## src/rtl/fll_cfg_master.sv

```systemverilog
// Single-access initiator for the FLL configuration port (REQ/ACK/AD/D/Q/WEB).
// Bridges a valid/ready request/response pair onto the FLL handshake, with timeout abort.
module fll_cfg_master #(
  parameter int unsigned AddrWidth     = 4,
  parameter int unsigned DataWidth     = 32,
  parameter int unsigned SyncStages    = 2,
  parameter int unsigned FourPhase     = 0,
  parameter int unsigned TimeoutCycles = 256
) (
  input  logic                 clk_i,
  input  logic                 rst_i,
  input  logic                 req_valid_i,
  output logic                 req_ready_o,
  input  logic                 req_write_i,
  input  logic [AddrWidth-1:0] req_addr_i,
  input  logic [DataWidth-1:0] req_wdata_i,
  output logic                 rsp_valid_o,
  input  logic                 rsp_ready_i,
  output logic [DataWidth-1:0] rsp_rdata_o,
  output logic                 rsp_error_o,
  output logic                 cfg_req_o,
  input  logic                 cfg_ack_i,
  output logic [AddrWidth-1:0] cfg_addr_o,
  output logic [DataWidth-1:0] cfg_wdata_o,
  output logic                 cfg_web_o,
  input  logic [DataWidth-1:0] cfg_rdata_i
);

  localparam int unsigned        CntWidth     = $clog2(TimeoutCycles);
  localparam logic [CntWidth-1:0] CntMax      = CntWidth'(TimeoutCycles - 1);
  // A level ACK left over from the previous access is still in the synchroniser
  // for SyncStages cycles; four-phase mode already waited for it to clear.
  localparam int unsigned        IgnoreCycles = (FourPhase == 0) ? SyncStages : 0;

  typedef enum logic [1:0] {
    IDLE,
    WAIT_ACK,
    WAIT_NACK,
    RESP
  } state_e;

  state_e               state_q, state_d;
  logic [CntWidth-1:0]  cnt_q, cnt_d;
  logic [CntWidth-1:0]  cnt_inc;
  logic                 cfg_req_q, cfg_req_d;
  logic [AddrWidth-1:0] cfg_addr_q, cfg_addr_d;
  logic [DataWidth-1:0] cfg_wdata_q, cfg_wdata_d;
  logic                 cfg_web_q, cfg_web_d;
  logic [DataWidth-1:0] rsp_rdata_q, rsp_rdata_d;
  logic                 rsp_error_q, rsp_error_d;
  logic                 ack_s;
  logic                 ack_window;
  logic                 timeout;

  generate
    if (SyncStages == 0) begin : g_nosync
      assign ack_s = cfg_ack_i;
    end else begin : g_sync
      logic [SyncStages-1:0] ack_sync_q, ack_sync_d;

      always_comb begin
        ack_sync_d = (ack_sync_q << 1) | SyncStages'(cfg_ack_i);
      end

      always_ff @(posedge clk_i) begin
        if (rst_i) begin
          ack_sync_q <= '0;
        end else begin
          ack_sync_q <= ack_sync_d;
        end
      end

      assign ack_s = ack_sync_q[SyncStages-1];
    end
  endgenerate

  assign cnt_inc    = (cnt_q == CntMax) ? cnt_q : cnt_q + CntWidth'(1);
  assign timeout    = (cnt_q == CntMax);
  assign ack_window = (32'(cnt_q) >= IgnoreCycles);

  always_comb begin
    state_d     = state_q;
    cnt_d       = cnt_q;
    cfg_req_d   = cfg_req_q;
    cfg_addr_d  = cfg_addr_q;
    cfg_wdata_d = cfg_wdata_q;
    cfg_web_d   = cfg_web_q;
    rsp_rdata_d = rsp_rdata_q;
    rsp_error_d = rsp_error_q;

    unique case (state_q)
      IDLE: begin
        if (req_valid_i) begin
          cfg_addr_d  = req_addr_i;
          cfg_wdata_d = req_wdata_i;
          cfg_web_d   = ~req_write_i;
          cfg_req_d   = 1'b1;
          cnt_d       = '0;
          state_d     = WAIT_ACK;
        end
      end
      WAIT_ACK: begin
        cnt_d = cnt_inc;
        if (ack_s && ack_window) begin
          cfg_req_d   = 1'b0;
          rsp_rdata_d = cfg_web_q ? cfg_rdata_i : '0;
          rsp_error_d = 1'b0;
          cnt_d       = '0;
          state_d     = (FourPhase != 0) ? WAIT_NACK : RESP;
        end else if (timeout) begin
          cfg_req_d   = 1'b0;
          rsp_rdata_d = '0;
          rsp_error_d = 1'b1;
          state_d     = RESP;
        end
      end
      WAIT_NACK: begin
        cnt_d = cnt_inc;
        if (!ack_s) begin
          state_d = RESP;
        end else if (timeout) begin
          rsp_error_d = 1'b1;
          state_d     = RESP;
        end
      end
      RESP: begin
        if (rsp_ready_i) begin
          state_d = IDLE;
        end
      end
      default: state_d = IDLE;
    endcase
  end

  always_ff @(posedge clk_i) begin
    if (rst_i) begin
      state_q     <= IDLE;
      cnt_q       <= '0;
      cfg_req_q   <= 1'b0;
      cfg_addr_q  <= '0;
      cfg_wdata_q <= '0;
      cfg_web_q   <= 1'b1;
      rsp_rdata_q <= '0;
      rsp_error_q <= 1'b0;
    end else begin
      state_q     <= state_d;
      cnt_q       <= cnt_d;
      cfg_req_q   <= cfg_req_d;
      cfg_addr_q  <= cfg_addr_d;
      cfg_wdata_q <= cfg_wdata_d;
      cfg_web_q   <= cfg_web_d;
      rsp_rdata_q <= rsp_rdata_d;
      rsp_error_q <= rsp_error_d;
    end
  end

  assign req_ready_o = (state_q == IDLE);
  assign rsp_valid_o = (state_q == RESP);
  assign rsp_rdata_o = rsp_rdata_q;
  assign rsp_error_o = rsp_error_q;
  assign cfg_req_o   = cfg_req_q;
  assign cfg_addr_o  = cfg_addr_q;
  assign cfg_wdata_o = cfg_wdata_q;
  assign cfg_web_o   = cfg_web_q;

endmodule
```

## config.mk

```make
export PLATFORM = sky130hd
export DESIGN_NAME = fll_cfg_master
export DESIGN_NICKNAME = d
export VERILOG_FILES = /design/src/rtl/fll_cfg_master.sv
export SDC_FILE = /design/constraint.sdc
export NUM_CORES = 1
export LEC_CHECK = 0
export BUFFER_PORTS_ARGS = -buffer_cell sky130_fd_sc_hd__buf_2
export CAP_MARGIN = 20
export CORE_MARGIN = 4
export CORE_UTILIZATION = 30
export CTS_CLUSTER_SIZE = 20
export DETAILED_ROUTE_END_ITERATION = 6
export SYNTH_ARGS = -nofsm -noshare
export SYNTH_HDL_FRONTEND = slang
export SYNTH_SLANG_ARGS = --single-unit
```

## constraint.sdc

```tcl
create_clock -name clk_i -period 3.8 [get_ports clk_i]
set_clock_uncertainty 0.05 [all_clocks]
set_input_delay 0.76 -clock clk_i [delete_from_list [all_inputs] [get_ports clk_i]]
set_output_delay 0.76 -clock clk_i [all_outputs]
set_load 0.005 [all_outputs]
```

==> key figures <==
Route
  – Vias/cell: 4.73
  – Post-route ant nets: 0
  – Post-DR wirelength/cell: ~13 um
  – # DRC: 0
  – Routed WL: approximately 9.0 mm
  – Vias post-DR: between 3,000 and 4,000
  – Iteration-0 DRC count of the detailed router: 215
  – Drt pass-1 iters: 4

Floorplan
  – Io pins: between 100 and 150
  – FP Rows: 38
  – Total core area: around 0.011 mm2
  – Die H: roughly 110 um
  – Die ar.: around 0.013 mm2
  – Initial core utilization: a little under a third
  – Width of the die: about 110 um

Setup path
  – Critical Path Sink Type: flip-flop
  – Reg-to-reg critical path startpoint: cnt_q[1]$_SDFFE_PP0P_
  – WP data required: 4.02 ns
  – Arrival @ worst endpoint: 2.88 ns
  – Critical-path top delay cell: a21oi_4
  – CP peak stage delay: 0.78 ns
  – Startpoint types: flip-flop
  – Top delay family on crit path: compound AO/OA/AOI/OAI gates
  – CP startpoint: cnt_q[1]$_SDFFE_PP0P_
  – Largest driver fanout on the critical path: 40
  – Critical path buffers and inverters: 1
  – Crit Path Category: reg2reg
  – Slack of the worst reg-to-reg path: 1.14 ns
  – CP cell instances: ha_1 -> nand3_2 -> or3_4 -> a21oi_4 -> buf_4 -> nand3_1 -> o21ai_0

Worst hold path
  – HP Start: g_sync.ack_sync_q[0]$_SDFF_PP0_
  – Hold WC Path Type: reg2reg

Clock network
  – Clk sinks: 83
  – CTS Root Cell: clkbuf_8
  – Clock latency on the worst-skew pair: 0.34 ns
  – Clock slew at reported path FFs: 0.09 ns
  – CTS tree: built
  – H-tree depth: 3
  – Num CTS Buffers: 9
  – Setup bufs post-CTS: 0
  – Post-CTS Resized: 0
  – Max clock buf depth: 2
  – Hold buffers post-CTS: 0

Cells and area
  – Share of layout cells above drive strength 1: roughly 33%
  – Fin cells: between 600 and 700
  – FILL cells: about 1,100
  – Syn-to-layout area delta: 31.5%
  – Antenna diodes: 0
  – Final net count: around 620
  – Multi-input gate area: 0.00151 mm2
  – Register Area: 0.00166 mm2

Place
  – Port Buffers: approximately 150
  – Dpl hpwl: 6.36 mm
  – DP Cell Count: 666
  – Final Wtd Congestion: 0.868
  – Pre-CTS WS: 1.14 ns

GRT
  – Grt total ovfl: 0
  – Largest net degree at the start of global routing: 53
  – Initial antenna violation count: 0
  – Global-route wire length before repair: 14.4 mm
  – Vias in the first global route: 3,093
  – All-Layer GR Usage: 13.7%

Yosys
  – Mapped Nets: 484
  – Cell Area, Synth: between 0.003 and 0.004 mm2
  – Syn avg cell area: 8.27 um2
  – Synth warnings: 0
  – Post-synth EDFFs: 0
  – Ys async rst share: 0%
  – Post-synthesis register bit count: 83
  – Post-synthesis sequential area ratio: between 50% and 60%
  – Count of different cell masters after synthesis: 36
  – Main synth FF type: dfxtp_1
  – Syn Inst Count: roughly 400

Pwr
  – Maximum VDD drop: around 0.22 mV
  – Final Power: around 0.0018 W
  – PwrDens: 413 mW/mm2
  – Leakage power: 1.92 nW

Timing
  – Fmax: 0.375 GHz
  – Worst relative slew slack: between 30% and 40%
  – Setup TNS: 0 ns
  – Final hold violation count: 0
  – Actual slew at the worst max-slew pin: 0.970 ns
  – Hold_ws: 0.399 ns
  – Final Max Tran Viols: 0
  – RSZ-0062 raised after global routing: no
  – Setup ws final: 1.14 ns
  – Fin crit share: 70.1%
  – Tmin final: 2.66 ns
  – Final setup violation count: 0

Job
  – Max Cap Violations: 0

Run status
  – Status: finished clean
[where the power goes]
part           internal (W)  switching [W]  total (W)
registers          0.000899      0.0000165   0.000916
clock network      0.000376       0.000335   0.000711
logic             0.0000796      0.0000988   0.000178
total               0.00135       0.000450    0.00181
[worst reg2reg max path, cell delays in order, from the launching register on]
cell	delay (ns)
dfxtp_1	0.42
ha_1	0.24
nand3_2	0.15
or3_4	0.44
a21oi_4	0.79
buf_4	0.32
nand3_1	0.10
o21ai_0	0.10
[metrics by stage]
stage	instance area, um2	util, %
6_report	4370	40.3
5_1_grt	4370	40.3
4_1_cts	4370	40.3
3_5_place_dp	4150	38.3
3_3_place_gp	4150	38.3
2_1_floorplan	3320	-
[final timing paths]
kind                            cells past startpoint                         endpoint
worst min register to register                      1  g_sync.ack_sync_q[1]$_SDFF_PP0_
worst min-delay path                                1  g_sync.ack_sync_q[1]$_SDFF_PP0_
worst max register to register                      7     rsp_rdata_o[20]$_SDFFE_PP0P_
worst max-delay path                                7     rsp_rdata_o[20]$_SDFFE_PP0P_
[Yosys cell counts, types with 3 or more instances]
cell      instances  area (um2)
nand2_1          88         330
dfxtp_1          83        1660
a21oi_1          45         225
nand3_1          36         180
nand2b_1         25         156
o21ai_0          22         110
clkbuf_1         20        75.1
o21ai_1          16        80.1
ha_1              8         100
inv_1             7        26.3
nor2_1            7        26.3
nor2b_1           5        31.3
nor3_1            5        25.0
buf_6             4        45.0
buf_1             3        11.3
nand4_1           3        18.8
[cells by family (layout without fill, tap and decap cells)]
group / Yosys count / in the layout / synth area share (%)
flip-flops: 83 / 83 / 50.0
AND/OR/NAND/NOR: 176 / 176 / 25.0
AO/OA/AOI/OAI: 100 / 100 / 17.0
adder cells (fa/ha/maj): 8 / 8 / 3.01
buffers and inverters: 35 / 175 / 4.97
[sequential cells by signal (all words and copies together), names as in the netlist]
signal / cells
cfg_addr_o: 4
rsp_error_o: 1
cnt_q: 8
cfg_req_o: 1
state_q: 2
rsp_rdata_o: 32
g_sync.ack_sync_q: 2
cfg_web_o: 1
cfg_wdata_o: 32
[layout by cell type (no fill, tap or decap), types with 2 or more instances in the layout]
cell type	synthesis	layout
nand3_1	36	36
or4_4	2	2
a21oi_1	45	45
ha_1	8	8
a31oi_1	2	2
inv_6	0	3
dfxtp_1	83	83
buf_4	1	6
o2bb2ai_1	2	2
o21ai_1	16	16
bufinv_16	0	2
o221a_2	2	2
nand2_1	88	88
nor2b_1	5	5
o21ai_0	22	22
nor3_1	5	5
clkbuf_8	0	9
nand4_1	3	3
buf_2	0	146
nor2_1	7	7
inv_1	7	7
nand2b_1	25	25
a211oi_1	2	2
[area by class of cell]
cell class	instances	area share (%)
multi-input cells	284	34.5
repair buffers	152	17.7
well taps	140	4.01
flip-flops and latches	83	38.0
clock inverters	7	2.26
clock buffers	9	2.83
inverters	7	0.601
[per-layer routing]
metal,track usage (%),vias up,wire length (um)
li1,-,1631,-
met3,4.28,18,768
met1,17.3,1453,4090
met5,0,-,0
met2,21.6,123,3900
met4,5.93,0,214
(Power assumes the default switching activity.)
